File: src/rtl/ring_osc_meter_ctrl.sv
// Ring-oscillator frequency meter. Enables one selected oscillator, lets it settle,
// counts its synchronized rising edges over a gate window, then returns the count.
module ring_osc_meter_ctrl #(
    parameter int NUM_OSC       = 4,
    parameter int SEL_W         = 2,
    parameter int CNT_W         = 16,
    parameter int GATE_W        = 16,
    parameter int SETTLE_CYCLES = 8
) (
    input  logic               clk,
    input  logic               rst,
    input  logic               start,
    input  logic [SEL_W-1:0]   sel,
    input  logic [GATE_W-1:0]  gate_len,
    input  logic [NUM_OSC-1:0] osc_tap,
    output logic [NUM_OSC-1:0] osc_en,
    output logic               busy,
    output logic [CNT_W-1:0]   result,
    output logic               overflow,
    output logic               err,
    output logic               result_valid,
    input  logic               result_ready
);

    typedef enum logic [1:0] {IDLE, SETTLE, MEASURE, DONE} state_t;

    localparam int          SETTLE_W  = (SETTLE_CYCLES > 1) ? $clog2(SETTLE_CYCLES) : 1;
    localparam logic [31:0] NUM_OSC_U = 32'(NUM_OSC);

    state_t              state, state_d;
    logic [SEL_W-1:0]    sel_q;
    logic [GATE_W-1:0]   gate_q;
    logic [GATE_W-1:0]   gate_cnt;
    logic [SETTLE_W-1:0] settle_cnt;
    logic [CNT_W-1:0]    count;
    logic [CNT_W-1:0]    count_d;
    logic                ovf_d;
    logic                tap_bit;
    logic                sync1;
    logic                sync2;
    logic                prev;
    logic                edge_hit;
    logic                req_bad;

    // An out-of-range latched select reads as a quiet tap.
    always_comb begin
        tap_bit = 1'b0;
        for (int i = 0; i < NUM_OSC; i++) begin
            if (32'(sel_q) == 32'(i)) tap_bit = osc_tap[i];
        end
    end

    assign req_bad  = (32'(sel) >= NUM_OSC_U) || (gate_len == '0);
    assign edge_hit = (state == MEASURE) && sync2 && !prev;

    always_comb begin
        count_d = count;
        ovf_d   = overflow;
        if (edge_hit) begin
            if (&count) ovf_d = 1'b1;
            else        count_d = count + CNT_W'(1);
        end
    end

    // Result handshake: result_valid is high exactly while in DONE; a transfer happens
    // on a clk edge where result_valid and result_ready are both 1, and result,
    // overflow and err hold steady from the rise of result_valid until that transfer.
    always_comb begin
        state_d = state;
        case (state)
            IDLE:    if (start) state_d = req_bad ? DONE : SETTLE;
            SETTLE:  if (settle_cnt == '0) state_d = MEASURE;
            MEASURE: if (gate_cnt == '0) state_d = DONE;
            DONE:    if (result_ready) state_d = IDLE;
            default: state_d = IDLE;
        endcase
    end

    always_ff @(posedge clk) begin
        if (rst) begin
            state        <= IDLE;
            sel_q        <= '0;
            gate_q       <= '0;
            gate_cnt     <= '0;
            settle_cnt   <= '0;
            count        <= '0;
            sync1        <= 1'b0;
            sync2        <= 1'b0;
            prev         <= 1'b0;
            osc_en       <= '0;
            busy         <= 1'b0;
            result       <= '0;
            overflow     <= 1'b0;
            err          <= 1'b0;
            result_valid <= 1'b0;
        end else begin
            state <= state_d;
            busy  <= (state_d != IDLE);
            sync1 <= tap_bit;
            sync2 <= sync1;
            prev  <= sync2;
            case (state)
                IDLE: begin
                    if (start) begin
                        sel_q      <= sel;
                        gate_q     <= gate_len;
                        count      <= '0;
                        overflow   <= 1'b0;
                        settle_cnt <= SETTLE_W'(SETTLE_CYCLES - 1);
                        if (req_bad) begin
                            err          <= 1'b1;
                            result       <= '0;
                            result_valid <= 1'b1;
                        end else begin
                            err    <= 1'b0;
                            osc_en <= NUM_OSC'(1) << sel;
                        end
                    end
                end
                SETTLE: begin
                    if (settle_cnt == '0) gate_cnt <= gate_q - GATE_W'(1);
                    else                  settle_cnt <= settle_cnt - SETTLE_W'(1);
                end
                MEASURE: begin
                    count    <= count_d;
                    overflow <= ovf_d;
                    if (gate_cnt == '0) begin
                        osc_en       <= '0;
                        result       <= count_d;
                        result_valid <= 1'b1;
                    end else begin
                        gate_cnt <= gate_cnt - GATE_W'(1);
                    end
                end
                DONE: begin
                    if (result_ready) result_valid <= 1'b0;
                end
                default: ;
            endcase
        end
    end

endmodule

File: config.mk
export PLATFORM = sky130hd
export DESIGN_NAME = ring_osc_meter_ctrl
export DESIGN_NICKNAME = d
export VERILOG_FILES = /design/src/rtl/ring_osc_meter_ctrl.sv
export SDC_FILE = /design/constraint.sdc
export NUM_CORES = 1
export LEC_CHECK = 0
export BUFFER_PORTS_ARGS = -buffer_cell sky130_fd_sc_hd__buf_2
export CORE_ASPECT_RATIO = 1.25
export CORE_MARGIN = 1
export CORE_UTILIZATION = 63
export DETAILED_ROUTE_END_ITERATION = 12
export GPL_TIMING_DRIVEN = 0
export PLACE_DENSITY = 0.82
export SYNTH_ARGS = -nofsm -noshare
export SYNTH_HDL_FRONTEND = slang
export SYNTH_SLANG_ARGS = --single-unit
File: constraint.sdc
create_clock -name clk -period 7.45 [get_ports clk]
set_clock_uncertainty 0.1 [all_clocks]
set_input_delay 0.3725 -clock clk [delete_from_list [all_inputs] [get_ports clk]]
set_output_delay 0.3725 -clock clk [all_outputs]
set_load 0.005 [all_outputs]
==> flow_metrics.env <==
export IMPL_status="complete, no violations"
export IMPL_startpoint_type="flop"
export IMPL_synth_net_count=566
export IMPL_global_route_overflow_total=0
export IMPL_synth_compound_gate_area_share_pct=19.3
export IMPL_multi_input_area_um2=2500
export IMPL_layout_area_seq_um2=1640
export IMPL_slew_viol_final=0
export IMPL_cap_violations=0
export IMPL_area_growth_synth_to_final_pct=13.1
export IMPL_y_dimension_of_the_die_um=94.5
export IMPL_cts_htree_levels=3
export IMPL_reg_clk_slew_reported_paths_ps=90
export IMPL_synth_top_cells_by_count="nand2_1, dfxtp_1, a21oi_1"
export IMPL_synth_cells=533
export IMPL_tritoncts_clock_tree="built"
export IMPL_synth_warnings=0
export IMPL_drt_vias_per_instance=6.21
export IMPL_worst_hold_startpoint="gate_len[14]"
export IMPL_place_port_buffers=48
export IMPL_synth_seq_cells=82
export IMPL_routed_wl_um=11400
export IMPL_first_global_vias=4043
export IMPL_rsz0062_at_grt="no"
export IMPL_synth_yosys_seq_area_share_pct=38.1
export IMPL_post_synth_xor_area_fraction_pct=2.64
export IMPL_power_density_nw_per_um2=390
export IMPL_crit_reg2reg_capture="result[8]$_SDFFE_PP0P_"
export IMPL_global_route_usage_total_pct=33.2
export IMPL_synth_area_um2=4310
export IMPL_post_cts_repair_setup_buffers=0
export IMPL_gp_congestion=0.920
export IMPL_timing_reg2reg_worst_path_depth=9
export IMPL_combinational_family_with_the_most_area_after_synthesis="simple AND/OR/NAND/NOR gates"
export IMPL_clock_path_buffers=2
export IMPL_clk_root_buffer_cell="clkbuf_8"
export IMPL_synth_most_common_cell="nand2_1"
export IMPL_via_count=4245
export IMPL_drive_above_1_share_pct=17.8
export IMPL_place_detailed_hpwl_um=8160
export IMPL_grt_max_degree=15
export IMPL_floorplan_die_area_um2=7180
export IMPL_fp_row_count=33
export IMPL_initial_util_pct=65.3
export IMPL_placedCellCount=668
export IMPL_drt_iter0_markers=260
export IMPL_synth_enable_flop_cells=0
export IMPL_post_synthesis_mux_area_share_pct=6.09
export IMPL_nFillCells=544
export IMPL_overall_die_width_um=76.0
export IMPL_maxClockFrequency_mhz=337
export IMPL_worst_hold_path_endpoint="gate_q[14]$_SDFFE_PP0P_"
export IMPL_cts_made_buffers=9
export IMPL_detail_route_drc_violations=0
export IMPL_fin_cells=684
export IMPL_tns_ps=0
export IMPL_timing_worst_setup_path_type="reg -> reg"
export IMPL_p_leak_nw=1.80
export IMPL_tritoncts_num_sinks=82
export IMPL_yosysUniqueCellTypes=69
export IMPL_synth_top_cells_by_area="dfxtp_1, nand2_1, a21oi_1"
export IMPL_final_period_util_pct=39.8
export IMPL_post_synth_top_area_fraction_pct=38.1
export IMPL_worstPathMaxFanout=10
export IMPL_hold_class="in -> reg"
export IMPL_worstPathRequired_ps=7630
export IMPL_post_synth_and_or_nand_nor_area_fraction_pct=28.0
export IMPL_worstMarginPinSlew_ps=867
export IMPL_postSynthAreaPerCell_um2=8.09
export IMPL_antenna_violating_nets_post_route=0
export IMPL_timing_hold_worst_path_depth=3
export IMPL_rr_startpoint="state[1]$_SDFF_PP0_"
export IMPL_fin_crit_ps=2970
export IMPL_number_of_antenna_violations_at_the_first_check_in_global_routing=0
export IMPL_power_ir_vdd_worst_mv=0.214
export IMPL_detailedRoute_firstPassIterationCount=4
export IMPL_area_of_the_core_um2=6610
export IMPL_source_to_sink_clock_delay_at_the_later_pin_of_the_worst_skew_pair_ps=360
export IMPL_global_route_wire_length_before_repair_um=18700
export IMPL_finalHoldViolations=0
export IMPL_routed_wire_length_per_instance_um=16.6
export IMPL_tot_pwr_mw=1.90
export IMPL_yosys_most_used_dff="dfxtp_1"
export IMPL_setup_worst_path_end_class="flop"
export IMPL_antenna_diode_count=0
export IMPL_reg2reg_slack_ps=4480
export IMPL_synth_fa_ha_area_share_pct=2.03
export IMPL_worst_slew_margin_rel_pct=41.8
export IMPL_cts_hold_buffers=0
export IMPL_design_portCount=50
export IMPL_postCtsResizedCells=0
export IMPL_synth_async_sr_flop_share_pct=0
export IMPL_final_setup_viol_count=0
export IMPL_synth_largest_area_cell="dfxtp_1"
export IMPL_arrival_ps=3150
export IMPL_finish_net_count=625
[state kept, by name, indices dropped and copies added (netlist names), 2 cells and up]
signal and cells:
state 2, count 16, result 16, sel_q 2, gate_q 16, gate_cnt 16
osc_en 4, settle_cnt 3
[cell families (layout without fill, tap and decap cells)]
| kind of cell | Yosys count | in the layout |
|---|---|---|
| flip-flops | 82 | 82 |
| multiplexers | 24 | 24 |
| buffers and inverters | 37 | 101 |
| adder cells (fa/ha/maj) | 7 | 7 |
| AND/OR/NAND/NOR | 237 | 237 |
| XOR/XNOR | 13 | 13 |
| AO/OA/AOI/OAI | 133 | 133 |
[metrics by stage]
stage / setup WS (ps) / cell area (µm²) / utilization, % / hold slack (ps)
3_5_place_dp: 4570 / 4660 / 70.5 / 334
3_3_place_gp: 4610 / 4660 / 70.5 / 328
2_1_floorplan: 5110 / 4310 / - / 314
4_1_cts: 4540 / 4870 / 73.8 / 152
5_1_grt: 4290 / 4870 / 73.8 / 148
6_report: 4480 / 4870 / 73.8 / 159
[critical path, stage by stage (launching register included)]
cell and delay, ps:
dfxtp_1 430, ha_1 170, buf_2 250, buf_2 290, buf_2 310, buf_2 300, buf_2 290, buf_1 410
nand3_1 150, a21oi_1 180
[worst max path at each step]
stage | start | endpoint | cells after the start
floorplan | state[0]$_SDFF_PP0_ | gate_cnt[9]$_SDFFE_PP0P_ | 9
global placement | state[1]$_SDFF_PP0_ | result[1]$_SDFFE_PP0P_ | 9
detailed placement | state[0]$_SDFF_PP0_ | result[1]$_SDFFE_PP0P_ | 10
CTS | state[0]$_SDFF_PP0_ | result[8]$_SDFFE_PP0P_ | 10
global route | state[1]$_SDFF_PP0_ | result[8]$_SDFFE_PP0P_ | 9
finish | state[1]$_SDFF_PP0_ | result[8]$_SDFFE_PP0P_ | 9
[metal layers]
metal,vias up,routed length [µm],track usage (%)
li1,2025,-,-
met1,2024,4580,35.9
met2,169,5930,62.7
met3,27,544,5.51
met4,0,305,17.0
met5,-,0,0
[area by class of cell]
class | count | area share [%]
inverter | 7 | 0.539
buffer | 30 | 2.87
multi-input combinational | 414 | 51.4
tap | 87 | 2.23
timing repair buffer | 48 | 4.93
clock inverter | 5 | 1.28
clock buffer | 11 | 3.11
sequential | 82 | 33.7
[layout by cell type, fill, tap and decap left out, drive strengths merged, types with 7 or more instances in the layout]
master  netlist  final
nand2        90     90
inv           7      7
nand3        14     14
a22oi        10     10
mux2i        15     15
nor3         21     21
nor4          9      9
nor2         47     47
buf          11     59
dfxtp        82     82
a21oi        65     65
xnor2         7      7
clkbuf       19     30
o21ai        21     21
nor2b         9      9
ha            7      7
mux2          8      8
[power by group]
| group | switching (mW) | internal (mW) |
|---|---|---|
| logic | 0.610 | 0.355 |
| registers | 0.0705 | 0.518 |
| clock network | 0.173 | 0.174 |
(Power assumes the default switching activity.)
